--- src/rtl/mmio_port_pkg.sv ---
`default_nettype none
// ============================================================================
// Module   : mmio_port_pkg
// Purpose  : Shared constants for the MMIO port responder: word offsets of
//            the register window, STATUS bit positions and reset values.
// Revision : 1.0 - initial release
// ============================================================================
package mmio_port_pkg;

  // Word offsets within the 32-byte window (Address[4:2])
  localparam logic [2:0] OFF_PORT_OUT = 3'd0;  // 0x00
  localparam logic [2:0] OFF_PORT_IN  = 3'd1;  // 0x04
  localparam logic [2:0] OFF_EDGE     = 3'd2;  // 0x08
  localparam logic [2:0] OFF_COUNT    = 3'd3;  // 0x0C
  localparam logic [2:0] OFF_COMPARE  = 3'd4;  // 0x10
  localparam logic [2:0] OFF_STATUS   = 3'd5;  // 0x14

  // STATUS register bit positions
  localparam int STATUS_MATCH_BIT = 0;
  localparam int STATUS_EN_BIT    = 1;

  // COMPARE comes out of reset at its maximum value
  localparam logic [31:0] COMPARE_RESET = 32'hFFFF_FFFF;

endpackage : mmio_port_pkg
`default_nettype wire

--- src/rtl/port_in_sync_edge.sv ---
`default_nettype none
// ============================================================================
// Module   : port_in_sync_edge
// Purpose  : Two-flop synchronizer for the external input port, a history
//            register, and a bank of sticky edge flags cleared by W1C.
// Revision : 1.0 - initial release
// ============================================================================
module port_in_sync_edge #(
  parameter int WIDTH = 8
) (
  input  logic             clk,
  input  logic             reset,      // asynchronous, active-low
  input  logic [WIDTH-1:0] port_i,     // asynchronous external inputs
  input  logic [WIDTH-1:0] w1c_i,      // one-cycle clear mask from a store
  output logic [WIDTH-1:0] synced_o,
  output logic [WIDTH-1:0] edge_o
);

  logic [WIDTH-1:0] sync0_q;
  logic [WIDTH-1:0] sync1_q;
  logic [WIDTH-1:0] prev_q;
  logic [WIDTH-1:0] edge_q;
  logic [WIDTH-1:0] edge_d;

  // Hardware set takes priority over a software clear of the same bit
  always_comb begin
    edge_d = (edge_q & ~w1c_i) | (sync1_q ^ prev_q);
  end

  // Synchronizer chain, history register and edge flags; prev starts at 0 so
  // an input already high at reset release is reported as a rising edge
  always_ff @(posedge clk or negedge reset) begin
    if (!reset) begin
      sync0_q <= '0;
      sync1_q <= '0;
      prev_q  <= '0;
      edge_q  <= '0;
    end else begin
      sync0_q <= port_i;
      sync1_q <= sync0_q;
      prev_q  <= sync1_q;
      edge_q  <= edge_d;
    end
  end

  assign synced_o = sync1_q;
  assign edge_o   = edge_q;

endmodule : port_in_sync_edge
`default_nettype wire

--- src/rtl/mmio_port_responder.sv ---
`default_nettype none
// ============================================================================
// Module   : mmio_port_responder
// Purpose  : Single-cycle MMIO slave on the data-memory bus. Owns the output
//            port register, the synchronized/edge-flagged input port and a
//            free-running compare timer with a level interrupt.
// Revision : 1.0 - initial release
// ============================================================================
module mmio_port_responder
  import mmio_port_pkg::*;
#(
  parameter logic [31:0] BASE_ADDRESS  = 32'hFFFF_0000,
  parameter int          PORT_IN_WIDTH = 8
) (
  input  logic                     clk,
  input  logic                     reset,     // asynchronous, active-low
  input  logic                     MemRead,
  input  logic                     MemWrite,
  input  logic [31:0]              Address,
  input  logic [31:0]              WriteData,
  output logic [31:0]              ReadData,
  output logic                     Selected,
  input  logic [PORT_IN_WIDTH-1:0] PortIn,
  output logic [31:0]              PortOut,
  output logic                     TimerIrq
);

  logic [2:0]               w_off;
  logic                     w_wr;
  logic [PORT_IN_WIDTH-1:0] w_edge_w1c;
  logic [PORT_IN_WIDTH-1:0] w_synced;
  logic [PORT_IN_WIDTH-1:0] w_edge;
  logic [31:0]              w_port_in_ext;
  logic [31:0]              w_edge_ext;
  logic                     w_match_evt;
  logic [31:0]              w_rd_mux;

  logic [31:0] port_out_q, port_out_d;
  logic [31:0] count_q,    count_d;
  logic [31:0] compare_q,  compare_d;
  logic        match_q,    match_d;
  logic        en_q,       en_d;

  // Only the exact 32-byte window decodes; the byte lane bits are ignored
  assign Selected = (Address[31:5] == BASE_ADDRESS[31:5]);
  assign w_off    = Address[4:2];
  assign w_wr     = MemWrite && Selected;

  // Address[1:0] and the upper store bits of narrow registers are don't-care
  logic w_unused_bits;
  assign w_unused_bits = ^{Address[1:0], WriteData[31:2]};

  // Store to EDGE produces a one-cycle clear mask for the flag bank
  always_comb begin
    w_edge_w1c = '0;
    if (w_wr && (w_off == OFF_EDGE)) begin
      w_edge_w1c = WriteData[PORT_IN_WIDTH-1:0];
    end
  end

  port_in_sync_edge #(
    .WIDTH (PORT_IN_WIDTH)
  ) u_port_in (
    .clk      (clk),
    .reset    (reset),
    .port_i   (PortIn),
    .w1c_i    (w_edge_w1c),
    .synced_o (w_synced),
    .edge_o   (w_edge)
  );

  // Zero-extend the narrow input-port views to the bus width
  always_comb begin
    w_port_in_ext                    = '0;
    w_edge_ext                       = '0;
    w_port_in_ext[PORT_IN_WIDTH-1:0] = w_synced;
    w_edge_ext[PORT_IN_WIDTH-1:0]    = w_edge;
  end

  // Match fires only while the timer is enabled and uses the current COMPARE
  assign w_match_evt = en_q && (count_q == compare_q);

  // Next-state for the output port, timer and STATUS with bus-write priority
  always_comb begin
    port_out_d = port_out_q;
    compare_d  = compare_q;
    en_d       = en_q;
    count_d    = count_q;
    match_d    = match_q;

    if (en_q) begin
      count_d = w_match_evt ? 32'd0 : count_q + 32'd1;
    end

    if (w_wr) begin
      case (w_off)
        OFF_PORT_OUT: port_out_d = WriteData;
        OFF_COUNT:    count_d    = WriteData;
        OFF_COMPARE:  compare_d  = WriteData;
        OFF_STATUS: begin
          en_d = WriteData[STATUS_EN_BIT];
          if (WriteData[STATUS_MATCH_BIT]) begin
            match_d = 1'b0;
          end
        end
        default: ;
      endcase
    end

    // A match event overrides a same-cycle clear of the match flag
    if (w_match_evt) begin
      match_d = 1'b1;
    end
  end

  // Architectural registers
  always_ff @(posedge clk or negedge reset) begin
    if (!reset) begin
      port_out_q <= '0;
      count_q    <= '0;
      compare_q  <= COMPARE_RESET;
      match_q    <= 1'b0;
      en_q       <= 1'b0;
    end else begin
      port_out_q <= port_out_d;
      count_q    <= count_d;
      compare_q  <= compare_d;
      match_q    <= match_d;
      en_q       <= en_d;
    end
  end

  // Combinational read mux; reads have no side effects
  always_comb begin
    w_rd_mux = '0;
    case (w_off)
      OFF_PORT_OUT: w_rd_mux = port_out_q;
      OFF_PORT_IN:  w_rd_mux = w_port_in_ext;
      OFF_EDGE:     w_rd_mux = w_edge_ext;
      OFF_COUNT:    w_rd_mux = count_q;
      OFF_COMPARE:  w_rd_mux = compare_q;
      OFF_STATUS: begin
        w_rd_mux[STATUS_MATCH_BIT] = match_q;
        w_rd_mux[STATUS_EN_BIT]    = en_q;
      end
      default:      w_rd_mux = '0;
    endcase
  end

  assign ReadData = (MemRead && Selected) ? w_rd_mux : 32'd0;
  assign PortOut  = port_out_q;
  assign TimerIrq = match_q;

endmodule : mmio_port_responder
`default_nettype wire

--- config.mk ---
export PLATFORM = sky130hd
export DESIGN_NAME = mmio_port_responder
export DESIGN_NICKNAME = d
export VERILOG_FILES = /design/src/rtl/mmio_port_pkg.sv /design/src/rtl/port_in_sync_edge.sv /design/src/rtl/mmio_port_responder.sv
export SDC_FILE = /design/constraint.sdc
export NUM_CORES = 1
export LEC_CHECK = 0
export BUFFER_PORTS_ARGS = -buffer_cell sky130_fd_sc_hd__buf_2
export CORE_MARGIN = 1
export CORE_UTILIZATION = 25
export CTS_CLUSTER_DIAMETER = 200
export DETAILED_ROUTE_END_ITERATION = 12
export PLACE_DENSITY = 0.44
export SYNTH_ARGS = -nofsm -noshare
export SYNTH_HDL_FRONTEND = slang
export SYNTH_HIERARCHICAL = 1
export SYNTH_SLANG_ARGS = --single-unit
--- constraint.sdc ---
create_clock -name clk -period 2.6 [get_ports clk]
set_clock_uncertainty 0.05 [all_clocks]
set_input_delay 0.26 -clock clk [delete_from_list [all_inputs] [get_ports clk]]
set_output_delay 0.26 -clock clk [all_outputs]
set_load 0.02 [all_outputs]
After elaboration in Yosys (flattened, before gate mapping)
Cells that the tools add are included.
{"block": "classes", "addsub": 1, "multipliers": 0, "div_mod_pow": 0, "magnitude_cmp": 0, "n_eq_ne": 7, "shift": 0, "mux": 12, "n_bitwise": 4, "n_reduce_logical": 12}
{"op": "32-bit two-way mux", "n": 5}
{"op": "30-bit one-hot mux with 5 select lines", "n": 1}
{"op": "32-bit by 1-bit adder with 32-bit output, second input constant", "n": 1}
{"op": "32-bit == test", "n": 1}
{"op": "27-bit == test, second input constant", "n": 1}
{"op": "2-bit one-hot mux with 6 select lines", "n": 1}
{"op": "8-bit bitwise AND", "n": 1}
{"op": "8-bit two-way mux", "n": 1}
{"op": "8-bit inverter", "n": 1}
{"op": "8-bit OR", "n": 1}
{"op": "8-bit XOR", "n": 1}
{"op": "3-bit by 2-bit == test with 1-bit output, second input constant", "n": 2}
{"op": "3-bit == test, second input constant", "n": 2}
{"op": "2-bit AND reduction", "n": 3}
{"op": "2-bit nonzero test", "n": 3}
{"op": "1-bit logical AND", "n": 4}
{"op": "1-bit two-way mux", "n": 4}
{"op": "3-bit by 1-bit == test with 1-bit output, second input constant", "n": 1}
{"op": "3-bit zero test", "n": 1}
{"op": "3-bit AND reduction", "n": 1}
{"block": "word_totals", "ff_bits": 130, "latch_bits": 0, "ramBits": 0, "rom_bits": 0, "inputBits": 76, "output_inout_bits": 66, "memories": 0}

Logic depth before layout (Yosys ltp)
Gate-level depths: netlist of run 1.
{"block": "logic_depth", "ltp_word": 7, "depth_mapped": 10, "ltp_nobuf": 6}

Hierarchy
Netlist of run 1, hierarchy kept.
{"mod": "mmio_port_responder", "instances": 1, "cells_each": 620, "area_per_inst_um2": 6209.7}
{"mod": "port_in_sync_edge", "instances": 1, "cells_each": 56, "area_per_inst_um2": 940.9}

Least setup slack after synthesis of run 1
Ideal clock, no wire load.
{"block": "synth_path", "kind": "input to output", "from": "input port Address[14]", "to": "output port ReadData[2]", "t_arrival_ns": 2.164, "t_required_ns": 2.290, "slack_ns": 0.126, "stages": 6, "path_cell_list": "or4b_4 nor4_4 and2_1 o211ai_1 clkbuf_1 a21oi_1"}
{"block": "synth_via", "elab_chain_cells": 3}
{"element": "from (decl)", "line_no": "mmio_port_responder.sv:19", "text": "input logic [31:0] Address,"}
{"element": "27-bit == test", "line_no": "mmio_port_responder.sv:45", "text": "assign Selected = (Address[31:5] == BASE_ADDRESS[31:5]);"}
{"element": "net Selected", "line_no": "mmio_port_responder.sv:22", "text": "output logic Selected,"}
{"element": "1-bit logical AND", "line_no": "mmio_port_responder.sv:150", "text": "assign ReadData = (MemRead && Selected) ? w_rd_mux : 32'd0;"}
{"element": "32-bit two-way mux", "line_no": "mmio_port_responder.sv:150"}
{"element": "to (decl)", "line_no": "mmio_port_responder.sv:21", "text": "output logic [31:0] ReadData,"}
The timed path passes the listed nets, and every way through them passes these cells.

Worst setup path in the final report of run 1
{"block": "layout_path", "from": "input port Address[14]", "to": "output port ReadData[7]"}
{"block": "layout_via", "elab_chain_cells": 3}
{"element": "27-bit == test", "line_no": "mmio_port_responder.sv:45"}
{"element": "1-bit logical AND", "line_no": "mmio_port_responder.sv:150"}
{"element": "32-bit two-way mux", "line_no": "mmio_port_responder.sv:150"}
Every way passes these cells.

==> impl_metrics.yaml, run 1 <==
run_status:
  outcome: "completed"
placement:
  post-dp-hpwl_mm: 15.5
  gp_congestion: 0.794
  placedCellCount: 1181
  portBuffers: 139
  dpl_cell_area_um2: 8440
logic_synthesis:
  synth_area_leaders: "dfrtp_1 34%, mux2_4 13%, dfstp_2 12%"
  ys_ff_latch: 130
  syn_area_um2: 7150
  synth-simple-area-share: 0.156
  synthCells: 676
  yosys-mux-area-fraction: 0.152
  async_flop_share: 1.00
  yosysWarnings: 6
  netlist.area_leader.share: 0.343
  synth_compound_area_frac: 0.105
  synth_ff_type: "dfrtp_1"
  synth_fa_ha_area_frac: 0.00175
  synth.top_cells.by_count: "98 x dfrtp_1, 81 x nor2_1, 60 x mux2_4"
  synth_top_area_cell: "dfrtp_1"
  synth_xor_area_frac: 0.0808
  synth_edf_count: 0
  syn_area_per_cell_um2: 10.6
  synth.most_common_cell: "dfrtp_1"
  synth_top_family_by_area: "simple AND/OR/NAND/NOR gates"
  ys_types: 51
  yosysSeqAreaShare: 0.461
  syn-num-nets: 753
floorplan:
  core_um2: 27900
  die_w_um: 171
  die_area_um2: 29300
  row_count: 61
  pin_count: 142
  start_util: 0.256
  die_y_um: 171
setup_path:
  crit_fanout: 9
  cp.required_ns: 2.29
  arrival_ns: 2.19
  start_kind: "input pin"
  criticalPathCategory: "in2out"
  critPathCaptureType: "output port"
timing:
  setup_viol: 0
  post-route-period-util: 0.963
  period_minus_slack_ns: 2.50
  rsz0062_at_grt: "yes"
  max_freq_mhz: 399
  worst_pin_slew_ns: 0.623
  max_slew_margin: 0.585
  holdWs_ns: 0.0308
  final_max_slew_viol_count: 0
  finalHoldViolations: 0
final_layout:
  finalInstanceArea_um2: 9150
  regArea_um2: 3290
  multiInputGateArea_um2: 3580
  fillers: 2929
  final_core_util: 0.328
  final_layout_size_suffix_gt1_frac: 0.380
  finalNonFillerCells: 1222
  n_antenna_cell: 0
  area_growth_pct: 28.0
  final_nets: 908
grt:
  grt_util_all_layers: 0.153
  antenna_found_initial: 1
  grt_max_degree: 60
  gr-total-overflow: 0
  grt_pass1_vias: 5549
  grt_pass1_wl_mm: 33.4
detailed_routing:
  detail-route-antenna-nets: 0
  detail_route.vias_per_cell: 4.59
  via_count: 5604
  drt-initial-drc-count: 280
  wl_per_cell_um: 17.5
  drt_wl_total_mm: 21.4
  dr.pass1.iters: 5
  drc: 0
clocking:
  clk_latency_ns: 0.42
  cts_tree: "done"
  clk_pin_slew_ns: 0.06
  cts_max_path_buffers: 2
  cts.sinks: 130
  cts.htree.levels: 4
  root_buffer: "clkbuf_16"
  numCtsBuffers: 17
power:
  leakage_nw: 4.20
  p_per_area_nw_per_um2: 525
  ir_drop_mv: 0.319
  total_power_mw: 4.81
hold_path:
  worstHoldPathType: "in2reg"
flow_run:
  max_cap_violations: 0
metrics by stage:
| step | setup TNS [ns] | worst slack, ns |
|---|---|---|
| finish | 0 | 0.0950 |
| global placement | 0 | 0.144 |
| detailed placement | 0 | 0.0957 |
| floorplan | 0 | 0.126 |
| CTS | 0 | 0.0931 |
| global route | -0.00947 | -0.00685 |
report_power, final:
group	leakage [nW]	switching [mW]	internal (mW)
Combinational	2.47	0.162	0.109
Clock	0.285	0.949	1.53
Sequential	1.45	0.0101	2.05
critical path: stages:
cell and delay [ns]:
buf_2 0.09, or4b_4 0.55, nor4_4 0.33, and2_4 0.20, o211ai_1 0.14, buf_4 0.23
nor2_1 0.19, buf_2 0.20
flip-flops by register name, indices dropped and copies added (netlist names):
name,flops
en_q,1
compare_q,32
count_q,32
u_port_in/edge_o,8
u_port_in/sync0_q,8
TimerIrq,1
PortOut,32
u_port_in/synced_o,8
u_port_in/prev_q,8
area by class of cell:
cell class,instances,share of cell area
clock buffer,19,0.0484
clock inverter,13,0.0176
inverter,16,0.00656
timing repair buffer,184,0.125
tap,378,0.0517
sequential,130,0.360
multi-input combinational,482,0.391
worst paths after layout:
| path | from | endpoint | slack, ns | depth (start not counted) |
|---|---|---|---|---|
| max | Address[14] | ReadData[7] | 0.1 | 8 |
| min | WriteData[25] | count_q[25]$_DFF_PN0_ | 0.03 | 3 |
| max reg2reg | count_q[5]$_DFF_PN0_ | count_q[12]$_DFF_PN0_ | 0.20 | 6 |
| min reg2reg | u_port_in/sync0_q[2]$_DFF_PN0_ | u_port_in/synced_o[2]$_DFF_PN0_ | 0.30 | 0 |
| max in group asynchronous | reset | compare_q[13]$_DFFE_PN1P_ | 1.46 | 3 |
| min in group asynchronous | reset | u_port_in/prev_q[0]$_DFF_PN0_ | 0.35 | 2 |
cells by family after synthesis:
family,after synthesis
flops,130
compound gates,115
buf+inv,64
xor+xnor,66
mux,78
fa+ha+maj,1
simple gates,222
timing repair:
| action | 4_1_cts | 5_1_grt |
|---|---|---|
| setup endpoints to repair | 0 | 9 |
| setup buffers | 0 | 0 |
| resized for setup | 0 | 6 |
| hold buffers | 9 | 0 |
| hold endpoints to repair | 45 | 0 |
metal layers:
| metal | share of wire | GRT usage | vias up |
|---|---|---|---|
| met3 | 0.038 | 0.0236 | 20 |
| met1 | 0.49 | 0.217 | 2749 |
| met2 | 0.46 | 0.238 | 140 |
| met5 | 0.00061 | 0 | - |
| met4 | 0.012 | 0.0466 | 2 |
| li1 | - | - | 2693 |
placed cells by master, fill, tap and decap left out, types with 6 or more instances in the layout:
cell,instances
a21oi_1,33
a22oi_1,29
and3_1,11
buf_12,6
buf_2,136
buf_4,31
clkbuf_16,17
dfrtp_1,98
dfstp_2,32
dlygate4sd3_1,9
inv_1,16
mux2_2,7
mux2_4,60
mux2i_1,11
nand2_1,48
nand3_1,13
nand4_1,18
nor2_1,80
nor3_1,10
nor4_1,6
o21ai_0,6
o21ai_1,8
o31ai_1,29
xnor2_1,34
xor2_1,32
Note: power is estimated with default switching activity, not from simulation.
==> inputs of run 2 (changes only) <==
CORE_UTILIZATION = 50   (was 25)
GPL_ROUTABILITY_DRIVEN = 0   (was unset)
PLACE_DENSITY = 0.75   (was 0.44)
==> run 2 against run 1 <==
  * The flow now finishes with violations (DRC)
  * Combinational power decreased by 3%
  * Count of clock-buffer cells in the layout is 8 higher
  * Cell count decreased by 17%
  * Clock power down 7%
  * Design area fell by 3.9%
  * Register-to-register slack got worse by 0.06 ns
  * Non-clock buffer count shrank 4
  * Fmax rose by 0.80%
  * Via count up 5.7%
  * Wire length down 11%
  * Core utilization increased by 30 points
  * Worst setup slack better by 0.020 ns
  * Critical endpoint is now ReadData[4]
==> impl_metrics.yaml, run 2 (synthesized netlist as in run 1, its figures left out) <==
final_layout:
  final_nets: 904
  final_layout_size_suffix_gt1_frac: 0.369
  layout_commonest_cell: "buf_2"
  n_antenna_cell: 0
  area_growth_pct: 23.0
  regArea_um2: 3290
  multiInputGateArea_um2: 3560
  final_cell_mix: "138 x buf_2, 98 x dfrtp_1, 81 x nor2_1"
  fillers: 1115
clocking:
  ctsResizeCount: 0
  cts.htree.levels: 4
  root_buffer: "clkbuf_16"
  cts_tree: "done"
  clk_pin_slew_ns: 0.06
  cts.sinks: 130
  numCtsBuffers: 17
  clk_latency_ns: 0.43
  cts_max_path_buffers: 2
run_status:
  violations: "DRC"
  outcome: "complete, but fails checks"
power:
  total_power_mw: 4.63
  leakage_nw: 4.17
  ir_drop_mv: 0.564
  p_per_area_nw_per_um2: 526
detailed_routing:
  via_count: 5924
  dr.pass1.iters: 9
  drt-initial-drc-count: 428
  drt_wl_total_mm: 19.1
  wl_per_cell_um: 18.8
  detail-route-antenna-nets: 0
  detail_route.vias_per_cell: 5.81
  drc: 1
setup_path:
  cp_common_cell: "buf_2"
  r2r_cells: 6
  arrival_ns: 2.18
  criticalPathCategory: "in2out"
  crit_fanout: 12
  slowest_delay_ns: 0.57
  critPathCaptureType: "output port"
  cpMaxStageDelayCell: "or4_1"
  cp.required_ns: 2.29
  crit_chain: "buf_2 -> or4_1 -> nor4_4 -> and2_1 -> o211ai_1 -> buf_4 -> a21oi_1 -> buf_2"
  start_kind: "input pin"
floorplan:
  start_util: 0.513
  row_count: 43
  pin_count: 142
  die_area_um2: 14800
  die_y_um: 122
  core_um2: 13900
  die_w_um: 122
grt:
  gr-total-overflow: 0
  antenna_found_initial: 0
  grt_max_degree: 49
  grt_pass1_wl_mm: 30.3
  grt_pass1_vias: 5828
  grt_util_all_layers: 0.270
placement:
  portBuffers: 139
  post-dp-hpwl_mm: 13.1
timing:
  finalHoldViolations: 0
  rsz0062_at_grt: "no"
  final_max_slew_viol_count: 0
  max_slew_margin: 0.407
  post-route-period-util: 0.956
  period_minus_slack_ns: 2.49
  fin_setup_tns_ns: 0
  worst_pin_slew_ns: 0.883
  max_freq_mhz: 402
  setup_viol: 0
hold_path:
  hold_depth: 3
  worstHoldPathType: "in2reg"
flow_run:
  max_cap_violations: 0
==> run 2: cell types whose count changed in the layout (fill, tap and decap cells not counted), sizes merged <==
cell	delta
inv	-1
buf	-4
bufinv	-2
clkinvlp	-4
clkinv	-1
clkbuf	+8
==> run 2: worst max-delay path: cells and delay by family <==
| family | cells | cell delay, ns |
|---|---|---|
| simple gates | 3 | 1.08 |
| buf+inv | 3 | 0.51 |
| compound gates | 2 | 0.32 |
==> run 2: area by class of cell <==
| cell class | count | area share |
|---|---|---|
| Tap cell | 180 | 0.0256 |
| Clock inverter | 5 | 0.00569 |
| Multi-Input combinational cell | 482 | 0.405 |
| Timing Repair Buffer | 180 | 0.123 |
| Inverter | 16 | 0.00683 |
| Clock buffer | 27 | 0.0595 |
| Sequential cell | 130 | 0.375 |
==> run 2: worst paths after layout <==
path | end | startpoint | slack [ns]
min in group asynchronous | PortOut[15]$_DFFE_PN0P_ | reset | 0.35
hold reg to reg | u_port_in/synced_o[0]$_DFF_PN0_ | u_port_in/sync0_q[0]$_DFF_PN0_ | 0.29
max in group asynchronous | compare_q[1]$_DFFE_PN1P_ | reset | 1.33
setup reg to reg | count_q[4]$_DFF_PN0_ | compare_q[22]$_DFFE_PN1P_ | 0.14
hold / removal | count_q[20]$_DFF_PN0_ | WriteData[20] | 0.02
setup / recovery | ReadData[4] | Address[7] | 0.11
==> run 2: metal layers <==
| layer | routed length, um | track usage | vias to the layer above |
|---|---|---|---|
| met1 | 8040 | 0.343 | 2938 |
| met4 | 384 | 0.119 | 0 |
| met3 | 1220 | 0.0599 | 30 |
| met2 | 9490 | 0.441 | 269 |
| li1 | - | - | 2687 |
| met5 | 0 | 0 | - |
==> run 2: where the power goes <==
part	switching (mW)	leakage, nW	total (mW)	internal (mW)
combinational	0.154	2.44	0.263	0.109
sequential	0.0106	1.45	2.06	2.05
clock	0.846	0.287	2.31	1.46
==> run 2: through the flow <==
| stage | worst slack [ns] | std cells | area [um2] | utilization | hold slack [ns] |
|---|---|---|---|---|---|
| finish | 0.115 | 1020 | 8790 | 0.631 | 0.0223 |
| global route | 0.0141 | 1020 | 8790 | 0.631 | 0.0249 |
| CTS | 0.0219 | 1019 | 8790 | 0.631 | 0.0108 |
| detailed placement | 0.0370 | 978 | 8120 | 0.583 | 0.265 |
| global placement | 0.0901 | 978 | 8120 | 0.583 | 0.259 |
| floorplan | 0.126 | 676 | 7150 | - | -0.0856 |
==> run 2: repair_timing <==
item / 4_1_cts / 5_1_grt
endpoints found under the setup margin: 0 / 26
endpoints found under the hold margin: 37 / 0
buffers inserted: 0 / 1
hold buffers: 9 / 0
==> inputs of run 3 (changes only) <==
--- a/config.mk
+++ b/config.mk
@@ -8,4 +8,6 @@
 export BUFFER_PORTS_ARGS = -buffer_cell sky130_fd_sc_hd__buf_2
+export CELL_PAD_IN_SITES_DETAIL_PLACEMENT = 1
+export CELL_PAD_IN_SITES_GLOBAL_PLACEMENT = 1
 export CORE_MARGIN = 1
-export CORE_UTILIZATION = 50
+export CORE_UTILIZATION = 43
 export CTS_CLUSTER_DIAMETER = 200
@@ -13,3 +15,3 @@
 export GPL_ROUTABILITY_DRIVEN = 0
-export PLACE_DENSITY = 0.75
+export PLACE_DENSITY = 0.82
 export SYNTH_ARGS = -nofsm -noshare
==> constraint.sdc (replaced) <==
create_clock -name clk -period 2.6 [get_ports clk]
set_clock_uncertainty 0.05 [all_clocks]
set_input_delay 0.39 -clock clk [delete_from_list [all_inputs] [get_ports clk]]
set_output_delay 0.39 -clock clk [all_outputs]
set_load 0.02 [all_outputs]
==> run 3 against run 2 <==
  * The flow finishes with violations (setup timing)
  * Cell count is 3.9% higher
  * First-iteration DRC count stayed put
  * Core utilization is 5.1 points lower
  * Via count is 2.0% higher
  * Clock power is 4% higher
  * Non-clock buffer count is 4 higher
  * Count of clock-buffer cells in the layout is 1 higher
  * Critical endpoint is now ReadData[31]
  * Highest routed layer unchanged
==> impl_metrics.yaml, run 3 (synthesized netlist as in run 1, its figures left out) <==
floorplan:
  die_y_um: 131
  die_w_um: 131
  die_area_um2: 17100
  core_um2: 16100
  start_util: 0.445
  row_count: 46
  pin_count: 142
detailed_routing:
  drc: 0
  drt_wl_total_mm: 24.0
  via_count: 6044
  dr.pass1.iters: 4
  detail_route.vias_per_cell: 5.70
  drt-initial-drc-count: 428
  detail-route-antenna-nets: 0
  wl_per_cell_um: 22.6
setup_path:
  start_kind: "input pin"
  cpMaxStageDelayCell: "or4b_4"
  rrSetupSlack_ns: 0.10
  crit_fanout: 9
  criticalPathCategory: "in2out"
  critPathCaptureType: "output port"
  crit_chain: "buf_6 -> or4b_4 -> nor4_4 -> and2_4 -> o211ai_1 -> buf_6 -> buf_12 -> nor2_4 -> buf_6"
  critPathTopFamily: "simple AND/OR/NAND/NOR gates"
  arrival_ns: 2.26
  slowest_delay_ns: 0.54
  cp.required_ns: 2.16
  cp_common_cell: "buf_6"
  worst-path-buf-inv: 4
flow_run:
  max_cap_violations: 0
grt:
  grt_pass1_wl_mm: 37.5
  gr-total-overflow: 0
  grt_util_all_layers: 0.297
  grt_max_degree: 69
  grt_pass1_vias: 6710
  antenna_found_initial: 0
timing:
  fin_setup_tns_ns: -1.88
  max_slew_margin: 0.655
  setup_viol: 30
  final_max_slew_viol_count: 0
  rsz0062_at_grt: "yes"
  fin_ws_ns: -0.0957
  max_freq_mhz: 371
  finalHoldViolations: 0
  post-route-period-util: 1.04
  period_minus_slack_ns: 2.70
  worst_pin_slew_ns: 0.518
power:
  p_per_area_nw_per_um2: 508
  total_power_mw: 4.74
  ir_drop_mv: 0.448
  leakage_nw: 4.25
clocking:
  cts_max_path_buffers: 2
  root_buffer: "clkbuf_16"
  cts_tree: "done"
  clk_pin_slew_ns: 0.06
  cts.sinks: 130
  numCtsBuffers: 17
  cts.htree.levels: 4
  clk_latency_ns: 0.43
final_layout:
  final_core_util: 0.580
  multiInputGateArea_um2: 3760
  fillers: 1709
  n_antenna_cell: 0
  layout_commonest_cell: "buf_2"
  final_layout_size_suffix_gt1_frac: 0.415
  final_nets: 908
  area_growth_pct: 30.3
  regArea_um2: 3290
  finalInstanceArea_um2: 9320
  final_cell_mix: "104 x buf_2, 98 x dfrtp_1, 60 x mux2_4"
placement:
  place_ws_ns: -0.0547
  post-dp-hpwl_mm: 15.7
  dpl_cell_area_um2: 8270
  portBuffers: 139
hold_path:
  worstHoldPathType: "in2reg"
run_status:
  violations: "setup timing"
  outcome: "complete, but fails checks"
==> run 3: cell types whose count changed in the layout (fill, tap and decap cells not counted), sizes merged <==
cell         change
buf             +12
dlygate4sd3      -8
clkinvlp         +1
clkinv           -3
clkbuf           +1
bufinv           +1
==> run 3: worst paths after layout <==
| check | start | end | cells after the start |
|---|---|---|---|
| worst max-delay path | Address[13] | ReadData[31] | 9 |
| worst min-delay path | PortIn[1] | u_port_in/sync0_q[1]$_DFF_PN0_ | 1 |
| worst max register to register | count_q[5]$_DFF_PN0_ | count_q[28]$_DFF_PN0_ | 6 |
| worst min register to register | u_port_in/sync0_q[7]$_DFF_PN0_ | u_port_in/synced_o[7]$_DFF_PN0_ | 0 |
| max in group asynchronous | reset | compare_q[0]$_DFFE_PN1P_ | 3 |
| min in group asynchronous | reset | PortOut[17]$_DFFE_PN0P_ | 2 |
==> run 3: timing repair <==
| action | CTS | global route |
|---|---|---|
| setup buffers | 2 | 2 |
| hold buffers | 1 | 0 |
| endpoints found under the setup margin | 30 | 30 |
| endpoints found under the hold margin | 16 | 0 |
| gates resized for setup | 81 | 31 |
| cloned | 3 | 0 |
| pin swaps | 12 | 3 |
==> run 3: worst register-to-register path: stages (launching register included) <==
cell and delay (ns):
dfrtp_1 0.46, xnor2_1 0.29, nand2_1 0.11, or4b_2 0.69, nor4_4 0.32, buf_4 0.30
o31ai_1 0.14
==> run 3: where the power goes <==
part	total, mW	internal, mW	switching, mW
Combinational	0.278	0.103	0.175
Clock	2.40	1.51	0.888
Sequential	2.06	2.05	0.0117
==> run 3: layout make-up <==
cell class	count	share of cell area
Timing Repair Buffer	184	0.146
Clock buffer	28	0.0544
Inverter	16	0.00644
Clock inverter	4	0.00779
Sequential cell	130	0.353
Tap cell	216	0.0290
Multi-Input combinational cell	482	0.403
==> run 3: routing by layer <==
layer,GRT usage,up-vias,share of wire
li1,-,2691,-
met1,0.340,3107,0.39
met2,0.527,194,0.53
met3,0.0603,52,0.044
met4,0.145,0,0.032
met5,0,-,0
==> run 3: through the flow <==
stage / hold slack, ns / std cells
after floorplan: 0.0444 / 676
after global placement: 0.269 / 1020
after detailed placement: 0.279 / 1020
after CTS: 0.00483 / 1058
after global routing: 0.00367 / 1060
final: 0.0194 / 1060
